==> src/rtl/kbd_scan_ctrl.sv <==
// kbd_scan_ctrl
//   Turns raw PS/2 scan-code bytes into key events. Handles the E0 (extended)
//   and F0 (break) prefixes, drops typematic repeats, swallows the 8-byte Pause
//   sequence and the E0 12 / E0 59 fake-shift codes, and counts new presses.
//
// Ports
//   clk        in   system clock, rising edge
//   rst        in   synchronous reset, active-high
//   rx_data    in   [7:0] scan-code byte from the PS/2 receiver
//   rx_valid   in   rx_data valid; held by the receiver until consumed
//   rx_ready   out  high whenever not in reset
//   key        out  [7:0] last make code, prefixes stripped
//   ext        out  key carried the E0 prefix
//   is_press   out  key currently held down
//   count      out  [7:0] accepted new presses, mod 256
//   key_evt    out  1-cycle pulse per accepted new press
//   proto_err  out  1-cycle pulse on a prefix error or timeout
//
// Handshake: a byte is transferred on a rising edge where rx_valid && rx_ready;
// the sender keeps rx_data stable while rx_valid is high and not yet consumed.
module kbd_scan_ctrl #(
  parameter int TIMEOUT_CYC = 1000000
) (
  input  logic       clk,
  input  logic       rst,
  input  logic [7:0] rx_data,
  input  logic       rx_valid,
  output logic       rx_ready,
  output logic [7:0] key,
  output logic       ext,
  output logic       is_press,
  output logic [7:0] count,
  output logic       key_evt,
  output logic       proto_err
);

  localparam int TW = (TIMEOUT_CYC > 1) ? $clog2(TIMEOUT_CYC) : 1;
  localparam logic [TW-1:0] T_LAST = TW'(TIMEOUT_CYC - 1);

  typedef enum logic [2:0] {
    S_IDLE, S_EXT, S_BRK, S_EXTBRK, S_SKIP
  } state_t;

  state_t        state, state_d;
  logic [2:0]    skip_cnt, skip_d;
  logic [TW-1:0] timer, timer_d;
  logic [7:0]    key_d, count_d;
  logic          ext_d, press_d, evt_d, err_d;
  logic          make_req, brk_req, ext_sel, same_key;
  logic          consume;

  assign rx_ready = !rst;
  assign consume  = rx_valid && rx_ready;
  // The incoming byte names the key that is already held (repeat / matching release).
  assign same_key = is_press && (key == rx_data) && (ext == ext_sel);

  always_comb begin
    state_d  = state;
    skip_d   = skip_cnt;
    timer_d  = timer;
    key_d    = key;
    ext_d    = ext;
    press_d  = is_press;
    count_d  = count;
    evt_d    = 1'b0;
    err_d    = 1'b0;
    make_req = 1'b0;
    brk_req  = 1'b0;
    ext_sel  = 1'b0;

    if (consume) begin
      // A byte always beats a timeout that would fire in the same cycle.
      timer_d = '0;
      case (state)
        S_IDLE: begin
          case (rx_data)
            8'hE0: state_d = S_EXT;
            8'hF0: state_d = S_BRK;
            8'hE1: begin state_d = S_SKIP; skip_d = 3'd7; end
            8'hAA, 8'hFA, 8'hEE, 8'hFC, 8'h00, 8'hFF: ;
            default: make_req = 1'b1;
          endcase
        end
        S_EXT: begin
          ext_sel = 1'b1;
          state_d = S_IDLE;
          case (rx_data)
            8'hF0: state_d = S_EXTBRK;
            8'h12, 8'h59: ;
            8'hE0, 8'hE1: err_d = 1'b1;
            default: make_req = 1'b1;
          endcase
        end
        S_BRK: begin
          state_d = S_IDLE;
          case (rx_data)
            8'hE0, 8'hF0, 8'hE1: err_d = 1'b1;
            default: brk_req = 1'b1;
          endcase
        end
        S_EXTBRK: begin
          ext_sel = 1'b1;
          state_d = S_IDLE;
          case (rx_data)
            8'hE0, 8'hF0, 8'hE1: err_d = 1'b1;
            8'h12, 8'h59: ;
            default: brk_req = 1'b1;
          endcase
        end
        S_SKIP: begin
          // skip_cnt==1 marks the last of the 7 bytes following E1.
          if (skip_cnt == 3'd1) state_d = S_IDLE;
          else skip_d = skip_cnt - 3'd1;
        end
        default: state_d = S_IDLE;
      endcase
    end else if (state != S_IDLE) begin
      if (timer == T_LAST) begin
        state_d = S_IDLE;
        timer_d = '0;
        err_d   = 1'b1;
      end else begin
        timer_d = timer + TW'(1);
      end
    end

    if (make_req && !same_key) begin
      key_d   = rx_data;
      ext_d   = ext_sel;
      press_d = 1'b1;
      count_d = count + 8'd1;
      evt_d   = 1'b1;
    end
    // A release of some other key (rollover) is ignored.
    if (brk_req && same_key) press_d = 1'b0;
  end

  always_ff @(posedge clk) begin
    if (rst) begin
      state     <= S_IDLE;
      skip_cnt  <= 3'd0;
      timer     <= '0;
      key       <= 8'h00;
      ext       <= 1'b0;
      is_press  <= 1'b0;
      count     <= 8'h00;
      key_evt   <= 1'b0;
      proto_err <= 1'b0;
    end else begin
      state     <= state_d;
      skip_cnt  <= skip_d;
      timer     <= timer_d;
      key       <= key_d;
      ext       <= ext_d;
      is_press  <= press_d;
      count     <= count_d;
      key_evt   <= evt_d;
      proto_err <= err_d;
    end
  end

endmodule

==> config.mk <==
export PLATFORM = sky130hd
export DESIGN_NAME = kbd_scan_ctrl
export DESIGN_NICKNAME = d
export VERILOG_FILES = /design/src/rtl/kbd_scan_ctrl.sv
export SDC_FILE = /design/constraint.sdc
export NUM_CORES = 1
export LEC_CHECK = 0
export ABC_CLOCK_PERIOD_IN_PS = 3490
export CORE_MARGIN = 3
export CORE_UTILIZATION = 59
export DETAILED_ROUTE_END_ITERATION = 6
export GPL_TIMING_DRIVEN = 1
export PLACE_DENSITY = 0.84
export SYNTH_ARGS = -nofsm -noshare
export SYNTH_HDL_FRONTEND = slang
export SYNTH_SLANG_ARGS = --single-unit
export TNS_END_PERCENT = 30
==> constraint.sdc <==
create_clock -name clk -period 3.49 [get_ports clk]
set_input_delay 0.349 -clock clk [delete_from_list [all_inputs] [get_ports clk]]
set_output_delay 0.349 -clock clk [all_outputs]
set_load 0.02 [all_outputs]
; Word level (Yosys, flattened, before mapping)
; Index checks and enable logic that the tools add are counted.
[op_classes]
n_addsub = 3
eq_ne = 22
n_mux = 27
n_reduce_logical = 23
[op_table]
columns = cell, n
row1 = "equality test 8 bit, second input constant", 8
row2 = "adder 20 x 1 -> 20 bit, second input constant", 1
row3 = "equality test 20 bit, second input constant", 1
row4 = two-way mux 20 bit, 1
row5 = two-way mux 3 bit, 6
row6 = case mux 3 bit (3 select lines), 2
row7 = two-way mux 1 bit, 13
row8 = OR reduction 2 bit, 5
row9 = OR reduction 9 bit, 1
row10 = "adder 8 x 1 -> 8 bit, second input constant", 1
row11 = "equality test 8 x 5 -> 1 bit, second input constant", 1
row12 = "equality test 8 x 7 -> 1 bit, second input constant", 1
row13 = equality test 8 bit, 1
row14 = logical NOT 8 bit, 1
row15 = AND reduction 4 bit, 2
row16 = "equality test 3 x 1 -> 1 bit, second input constant", 2
row17 = "equality test 3 x 2 -> 1 bit, second input constant", 2
row18 = case mux 1 bit (2 select lines), 3
row19 = case mux 3 bit (2 select lines), 1
row20 = nonzero test 2 bit, 3
row21 = logical AND 1 bit, 5
row22 = "inequality test 5 bit, second input constant", 1
row23 = OR reduction 5 bit, 1
row24 = "inequality test 2 bit, second input constant", 2
row25 = 9 further kinds, 10
[totals]
ff_bits = 46
out_inout_bits = 21
wordCells = 84

; Logic depth before layout (Yosys ltp)
[depth]
depth_word = 9
mapped_depth = 9
mapped_depth_nobuf = 7

; Worst setup path after synthesis
; Ideal clock, no wire load.
[synth_path]
path_kind = input-to-reg
from = input rx_data[6]
to = register is_press
setup_time_ns = 0.119
t_arrival_ns = 1.864
required_time_ns = 3.371
slack_ns = 1.508
path_stages = 8
path_buffers = 2
cell_sequence = buf_2 > or4b_4 > a21oi_2 > nand4b_1 > o31a_1 > buf_6 > nor2_2 > o221a_2
[synth_via]
elab_chain_len = 7
elab_cells_between_ends = 28
cone_classes = 11 x eq/ne / 7 x mux / 10 x reduce/logical
[synth_rtl]
columns = element, line_no
row1 = from (decl), 26  ; input logic [7:0] rx_data,
row2 = "equality test 8 x 5 -> 1 bit, or another cell as far along", "87, 104"
row3 = OR reduction 5 bit (no source line) or OR reduction 3 bit (tied branches), --
row4 = "two-way mux 1 bit, on equally long branches", "87, 104, 96"
row5 = case mux 1 bit (2 select lines), 74  ; case (state)
row6 = two-way mux 1 bit, 71  ; if (consume) begin
row7 = logical AND 1 bit, 135  ; if (brk_req && same_key) press_d = 1'b0;
row8 = OR reduction 2 bit (no source line), --
row9 = to (signal assigned), 155  ; is_press <= press_d;
row10 = to (decl), 31  ; output logic is_press,
; Parallel ways exist; a longest one is shown, timed or not.
; A chain may end at the register's enable or synchronous reset.

; Final worst setup path
[layout_path]
from = input rx_data[0]
to = register count[3]
[layout_via]
elab_chain_len = 6
elab_cells_between_ends = 22
cone_classes = 11 x eq/ne / 4 x mux / 7 x reduce/logical
[layout_rtl]
columns = element, line_no
row1 = "equality test 8 bit, or another cell as far along", "76, 87"
row2 = OR reduction 9 bit (no source line) or OR reduction 5 bit (tied branches), --
row3 = "two-way mux 1 bit, on equally long branches", "76, 87"
row4 = case mux 1 bit (2 select lines), 74
row5 = two-way mux 1 bit, 71
row6 = logical AND 1 bit (*), 127  ; if (make_req && !same_key) begin
row7 = to (signal assigned), 156  ; count <= count_d;
row8 = to (decl), 32  ; output logic [7:0] count,
; Every way passes the cells marked *; elsewhere a longest branch is shown, timed or not.

==> results.json <==
{
  "status": "finished clean",
  "grt_pass1_vias": 2026,
  "hold_viol": 0,
  "yosysSeqAreaShare": 0.372,
  "seq_power_share": 0.543,
  "clk_path_buf_depth": 2,
  "worst_pin_slew_ns": 0.681,
  "critPathLaunch": "rx_data[0]",
  "hp-class": "register to register",
  "wl_um": 5350,
  "ff2ff_path_depth": 5,
  "ys.flop_type": "dfxtp_1",
  "layout.nets": 329,
  "ys_seq_elements": 46,
  "p_leak_nw": 0.958,
  "ctsHoldBuffers": 0,
  "slew-limit-headroom": 0.546,
  "drive_above_1_share": 0.0921,
  "root_buffer": "clkbuf_8",
  "gp_congestion": 0.866,
  "worst_slack_ns": 0.945,
  "finClkSkew_ns": 0.00797,
  "cp-end-kind": "register",
  "ir_worst_vdd_mv": 0.241,
  "power.switching_mw": 0.257,
  "postCtsResizedCells": 0,
  "drc_errors": 0,
  "clkPwrFrac": 0.333,
  "rows": 22,
  "dp_slack_ns": 0.683,
  "io_buffers": 31,
  "fmax_mhz": 393,
  "drt-initial-drc-count": 149,
  "dp_hpwl_um": 3720,
  "cts_max_level": 2,
  "stdcell_count": 363,
  "clkSlewWorstSetupHoldPaths_ns": 0.08,
  "cts_tree": "built",
  "r2r_start": "state[2]",
  "cp-start-kind": "input port",
  "period_needed_ns": 2.55,
  "rsz0062_at_grt": "no",
  "power_density_mw_per_mm2": 354,
  "swShare": 0.256,
  "comb_power_share": 0.124,
  "wl_per_cell_um": 14.7,
  "synth_edf_count": 0,
  "antenna_found_initial": 0,
  "grt_pass1_wl_um": 9100,
  "drtPass1Iterations": 4,
  "dp_cells": 355,
  "vias": 2172,
  "clock-sinks": 46,
  "crit_path_max_incr_delay_ns": 0.63,
  "antenna_cells": 0,
  "fin_setup_tns_ns": 0,
  "track_usage": 0.218,
  "dieHeight_um": 70.8,
  "coreArea_mm2": 0.00385,
  "postSynthCellCount": 292,
  "worst_path_max_delay_cell": "clkdlybuf4s50_1",
  "post-route-period-util": 0.729,
  "syn_avg_cell_area_um2": 8.48,
  "async_reset_ff_frac": 0,
  "clock_latency_ns": 0.30,
  "cp.arrival_ns": 2.72,
  "r2r_slack_ns": 1.04,
  "grt_max_degree": 25,
  "ant_nets": 0,
  "required_ns": 3.67,
  "avgViaCountPerCell": 5.98,
  "setup_viol_count_final": 0,
  "path_class": "input port to register",
  "dieArea_mm2": 0.00501,
  "crit_end": "count[3]",
  "cts_buffers": 5,
  "finalMaxSlewViolations": 0,
  "timing.rr.end": "timer[3]",
  "grt.overflow.total": 0,
  "ios": 32,
  "synth_area_mm2": 0.00248,
  "fp.dieW_um": 70.8,
  "post_cts_buffers": 0,
  "ys_types": 50,
  "yosysWarnings": 0,
  "power.internal_mw": 0.749,
  "syn-num-nets": 307,
  "area_delta_synth_final_pct": 14.7,
  "path_cells": "clkdlybuf4s50_1, or4b_4, a21oi_2, nand4b_1, o31a_1, buf_4, nor3_1, mux2i_1",
  "initial_core_util": 0.643,
  "crit_fanout": 12,
  "maxCapViolCount": 0
}
==> cell usage in the layout (no fill, tap or decap), drive strengths merged, types with 6 or more instances in the layout <==
master / n
o21ai: 16
nor2: 30
clkbuf: 7
nand4: 8
nor2b: 6
and3: 8
nand3: 24
clkdlybuf4s50: 31
nor3: 8
xor2: 15
dfxtp: 46
nand2: 21
xnor2: 14
a21oi: 18
==> flip-flops by register name, summed over array words and instances (netlist names) <==
| signal | count |
|---|---|
| ext | 1 |
| skip_cnt | 3 |
| key | 8 |
| is_press | 1 |
| count | 8 |
| state | 3 |
| key_evt | 1 |
| timer | 20 |
| proto_err | 1 |
==> cells by family (layout without fill, tap and decap cells) <==
kind of cell / count (synthesis) / count (layout) / synth area share
and+or+nand+nor: 133 / 133 / 0.289
AOI/OAI and AO/OA: 52 / 52 / 0.144
DFF: 46 / 46 / 0.372
xor gates and xnor gates: 29 / 29 / 0.103
buffers and inverters: 24 / 47 / 0.0561
adders and majority gates: 4 / 4 / 0.0202
muxes: 4 / 4 / 0.0167
==> routing by layer <==
metal	track usage	part of all wire	wire length (um)	vias to the layer above
li1	-	-	-	1088
met1	0.307	0.49	2600	1004
met2	0.330	0.44	2340	72
met3	0.0597	0.063	336	8
met4	0.0564	0.013	70	0
met5	0	0	0	-
==> critical path: cells and delay by family <==
| family | cells | cell delay, ns |
|---|---|---|
| AOI/OAI and AO/OA | 2 | 0.53 |
| buffers and inverters | 2 | 0.90 |
| muxes | 1 | 0.12 |
| and+or+nand+nor | 3 | 0.83 |
==> worst min path at each step <==
stage	from	endpoint	slack, ns	depth (start not counted)
after floorplan	timer[1]	timer[1]	0.45	2
after global placement	timer[1]	timer[1]	0.46	2
after detailed placement	timer[1]	timer[1]	0.48	2
after CTS	timer[1]	timer[1]	0.49	2
after global routing	timer[1]	timer[1]	0.51	2
final	timer[1]	timer[1]	0.49	2
==> cell usage after synthesis (4+ instances only) <==
cell       n  area share
and3_1     8       0.020
clkbuf_1   6      0.0091
o21ai_2    5       0.018
nand3_1   24       0.049
and4_1     4       0.014
dfxtp_1   46        0.37
nor2b_1    6       0.015
inv_1      5      0.0076
nor2_1    29       0.044
ha_1       4       0.020
nor3_1     8       0.016
a21oi_2    6       0.021
nand4b_1   5       0.018
xor2_1    15       0.053
a21oi_1   12       0.024
xnor2_1   14       0.050
o21ai_0   11       0.022
nand2_1   20       0.030
nand4_1    8       0.020
buf_2      8       0.016
==> per-stage QoR <==
| stage | util | hold slack [ns] | power [mW] | area, um2 |
|---|---|---|---|---|
| after floorplan | - | 0.449 | 0.640 | 2480 |
| after global placement | 0.713 | 0.464 | 0.681 | 2750 |
| after detailed placement | 0.713 | 0.476 | 0.682 | 2750 |
| after CTS | 0.737 | 0.487 | 1.01 | 2840 |
| after global routing | 0.737 | 0.506 | 1.04 | 2840 |
| final | 0.737 | 0.488 | 1.01 | 2840 |
==> final cells by class <==
type / instances / area (um2)
clock buffers: 7 / 86.3
clock inverters: 1 / 5.00
fillers: 314 / 1010
inverters: 5 / 18.8
multi-input cells: 222 / 1420
flip-flops and latches: 46 / 921
well taps: 48 / 60.1
repair buffers: 34 / 333
==> power by group through the flow <==
stage               logic (mW)  clock network (mW)  registers (mW)
floorplan               0.0744                   0           0.566
detailed placement       0.123                   0           0.558
global route             0.135               0.358           0.548
finish                   0.125               0.335           0.546
global placement         0.122                   0           0.559
CTS                      0.124               0.339           0.546
No activity file was read; power rests on OpenSTA's default activity.
==> RTL change, RTL diff (same settings) <==
Put one more register stage on the output `count`, cleared by the reset. The value now appears one clock later. The other outputs are not delayed to match.
--- a/src/rtl/kbd_scan_ctrl.sv
+++ b/src/rtl/kbd_scan_ctrl.sv
@@ -41,6 +41,8 @@
     S_IDLE, S_EXT, S_BRK, S_EXTBRK, S_SKIP
   } state_t;
 
+  logic [7:0] count_s0;
+
   state_t        state, state_d;
   logic [2:0]    skip_cnt, skip_d;
   logic [TW-1:0] timer, timer_d;
@@ -61,7 +63,7 @@
     key_d    = key;
     ext_d    = ext;
     press_d  = is_press;
-    count_d  = count;
+    count_d  = count_s0;
     evt_d    = 1'b0;
     err_d    = 1'b0;
     make_req = 1'b0;
@@ -128,7 +130,7 @@
       key_d   = rx_data;
       ext_d   = ext_sel;
       press_d = 1'b1;
-      count_d = count + 8'd1;
+      count_d = count_s0 + 8'd1;
       evt_d   = 1'b1;
     end
     // A release of some other key (rollover) is ignored.
@@ -143,7 +145,7 @@
       key       <= 8'h00;
       ext       <= 1'b0;
       is_press  <= 1'b0;
-      count     <= 8'h00;
+      count_s0  <= 8'h00;
       key_evt   <= 1'b0;
       proto_err <= 1'b0;
     end else begin
@@ -153,11 +155,19 @@
       key       <= key_d;
       ext       <= ext_d;
       is_press  <= press_d;
-      count     <= count_d;
+      count_s0  <= count_d;
       key_evt   <= evt_d;
       proto_err <= err_d;
     end
   end
 
+  always_ff @(posedge clk) begin
+    if (rst) begin
+      count <= '0;
+    end else begin
+      count <= count_s0;
+    end
+  end
+
 endmodule
 
Function: changed (Yosys sat finds a counterexample within 4 cycles, from zero or initial values and one cycle with rst high).
==> RTL change against the original RTL <==
Critical path depth unchanged. Sequential cell count up 8. Wire length down 1.5%. Highest routed layer unchanged. Global-route usage about the same. Power up 11%. Largest cell class unchanged. Design area up 4.1%. Critical endpoint is now count_s0[6]$_SDFFE_PP0P_. Area after synthesis up 4.2%. Setup slack worse by 0.11 ns.
==> RTL change: results (changes against the original RTL) <==
* Synthesized Nets at 305 (-0.65%)
* Share of cells above drive strength 1 at 0.0511 (-0.0409)
* First-pass iteration count of the detailed router at 5 (+1)
* Run status: finished, final reports clean
* First-pass GRT wire length at 9050 um (-0.54%)
* Synth Instances at 290 (-0.68%)
* Routed WL per cell at 14.5 um (-1.5%)
* Max-slew headroom at 0.561 (+0.0148)
* Top post-synthesis cells by area: dfxtp_1 (42%), xnor2_1 (5.4%), nor2_1 (5.2%)
* GRT Total Usage at 0.218 (-0.000374)
* Post-Place Cell Area at 2870 um2 (+4.3%)
* Critical-path maximum fanout at 14 (+2)
* Post-DP HPWL at 3870 um (+4.3%)
* Largest net degree at the start of global routing at 30 (+20%)
* DRT iter0 DRCs at 117 (-21%)
* Vias in the first global route at 1934 (-4.5%)
* Count of different cell masters after synthesis at 48 (-4.0%)
* RePlAce Congestion at 0.856 (-1.2%)
* R2R depth at 6 (+1)
* Post-place setup slack at 0.532 ns (-0.150 ns)
* Commonest cells in the netlist: dfxtp_1 (54), nor2_1 (36), nand2_1 (19)
* VDD IR max at 0.323 mV (+34%)
* Layout Nets at 327 (-0.61%)
* Worst Skew at 0.00825 ns (+0.000284 ns)
* Seq/Total Area, Yosys at 0.419 (+0.0471)
* DR vias at 2080 (-4.2%)
* CP Data Arrival Time at 2.86 ns (+0.14 ns)
[RTL change: cell types whose count changed after synthesis, moves of 4 or more]
cell and change:
nor2b_1 +4, o21ai_2 -5, inv_1 +4, xor2_1 -4
a21oi_2 -6, nand4b_1 -5, or3_1 +5, nor4b_1 +4
mux2i_1 +6, nor2_1 +7, dfxtp_1 +8, nand3_1 -12
[RTL change: cell type report]
| cell class | instances | area, um2 |
|---|---|---|
| multi-input cells | 209 | 1370 |
| repair buffers | 32 | 318 |
| clock inverters | 2 | 16.3 |
| well taps | 50 | 62.6 |
| clock buffers | 6 | 72.6 |
| fillers | 325 | 1160 |
| inverters | 10 | 37.5 |
| flip-flops and latches | 54 | 1080 |
[RTL change: layer usage]
metal,wire length [um],vias to the layer above,part of all wire,GRT usage
met5,0,-,0,0
met4,59,0,0.011,0.0626
met3,196,8,0.037,0.0429
met2,2500,43,0.48,0.348
met1,2510,979,0.48,0.299
li1,-,1050,-,-
[RTL change: how the worst max path moves through the flow]
stage | startpoint | to | slack (ns) | cells after the start
3_5_place_dp | rx_data[0] | count_s0[6]$_SDFFE_PP0P_ | 0.53 | 8
6_report | rx_data[1] | count_s0[6]$_SDFFE_PP0P_ | 0.84 | 8
4_1_cts | rx_data[1] | count_s0[6]$_SDFFE_PP0P_ | 0.86 | 8
2_1_floorplan | rx_data[3] | count_s0[6]$_SDFFE_PP0P_ | 1.29 | 8
3_3_place_gp | rx_data[2] | count_s0[6]$_SDFFE_PP0P_ | 0.59 | 8
5_1_grt | rx_data[1] | count_s0[6]$_SDFFE_PP0P_ | 0.59 | 8
[RTL change: logic make-up after synthesis]
| logic type | share of synthesized area |
|---|---|
| fa+ha+maj | 0.0194 |
| xor+xnor | 0.0917 |
| compound gates | 0.112 |
| mux | 0.0480 |
| simple gates | 0.259 |
| buf+inv | 0.0504 |
| flops | 0.419 |
[RTL change: critical path, cell delays in order]
cell and delay, ns:
clkdlybuf4s50_1 0.60, nor4b_1 0.47, nand3_1 0.24, o21ai_0 0.37, a211o_4 0.24, inv_2 0.14, nand4_1 0.13, mux2_1 0.31
[RTL change: power by group]
part           total, mW  switching [mW]  leakage [nW]  internal (mW)
clock network      0.351           0.206        0.0418          0.145
registers          0.640          0.0115         0.437          0.629
logic              0.123          0.0675         0.494         0.0557
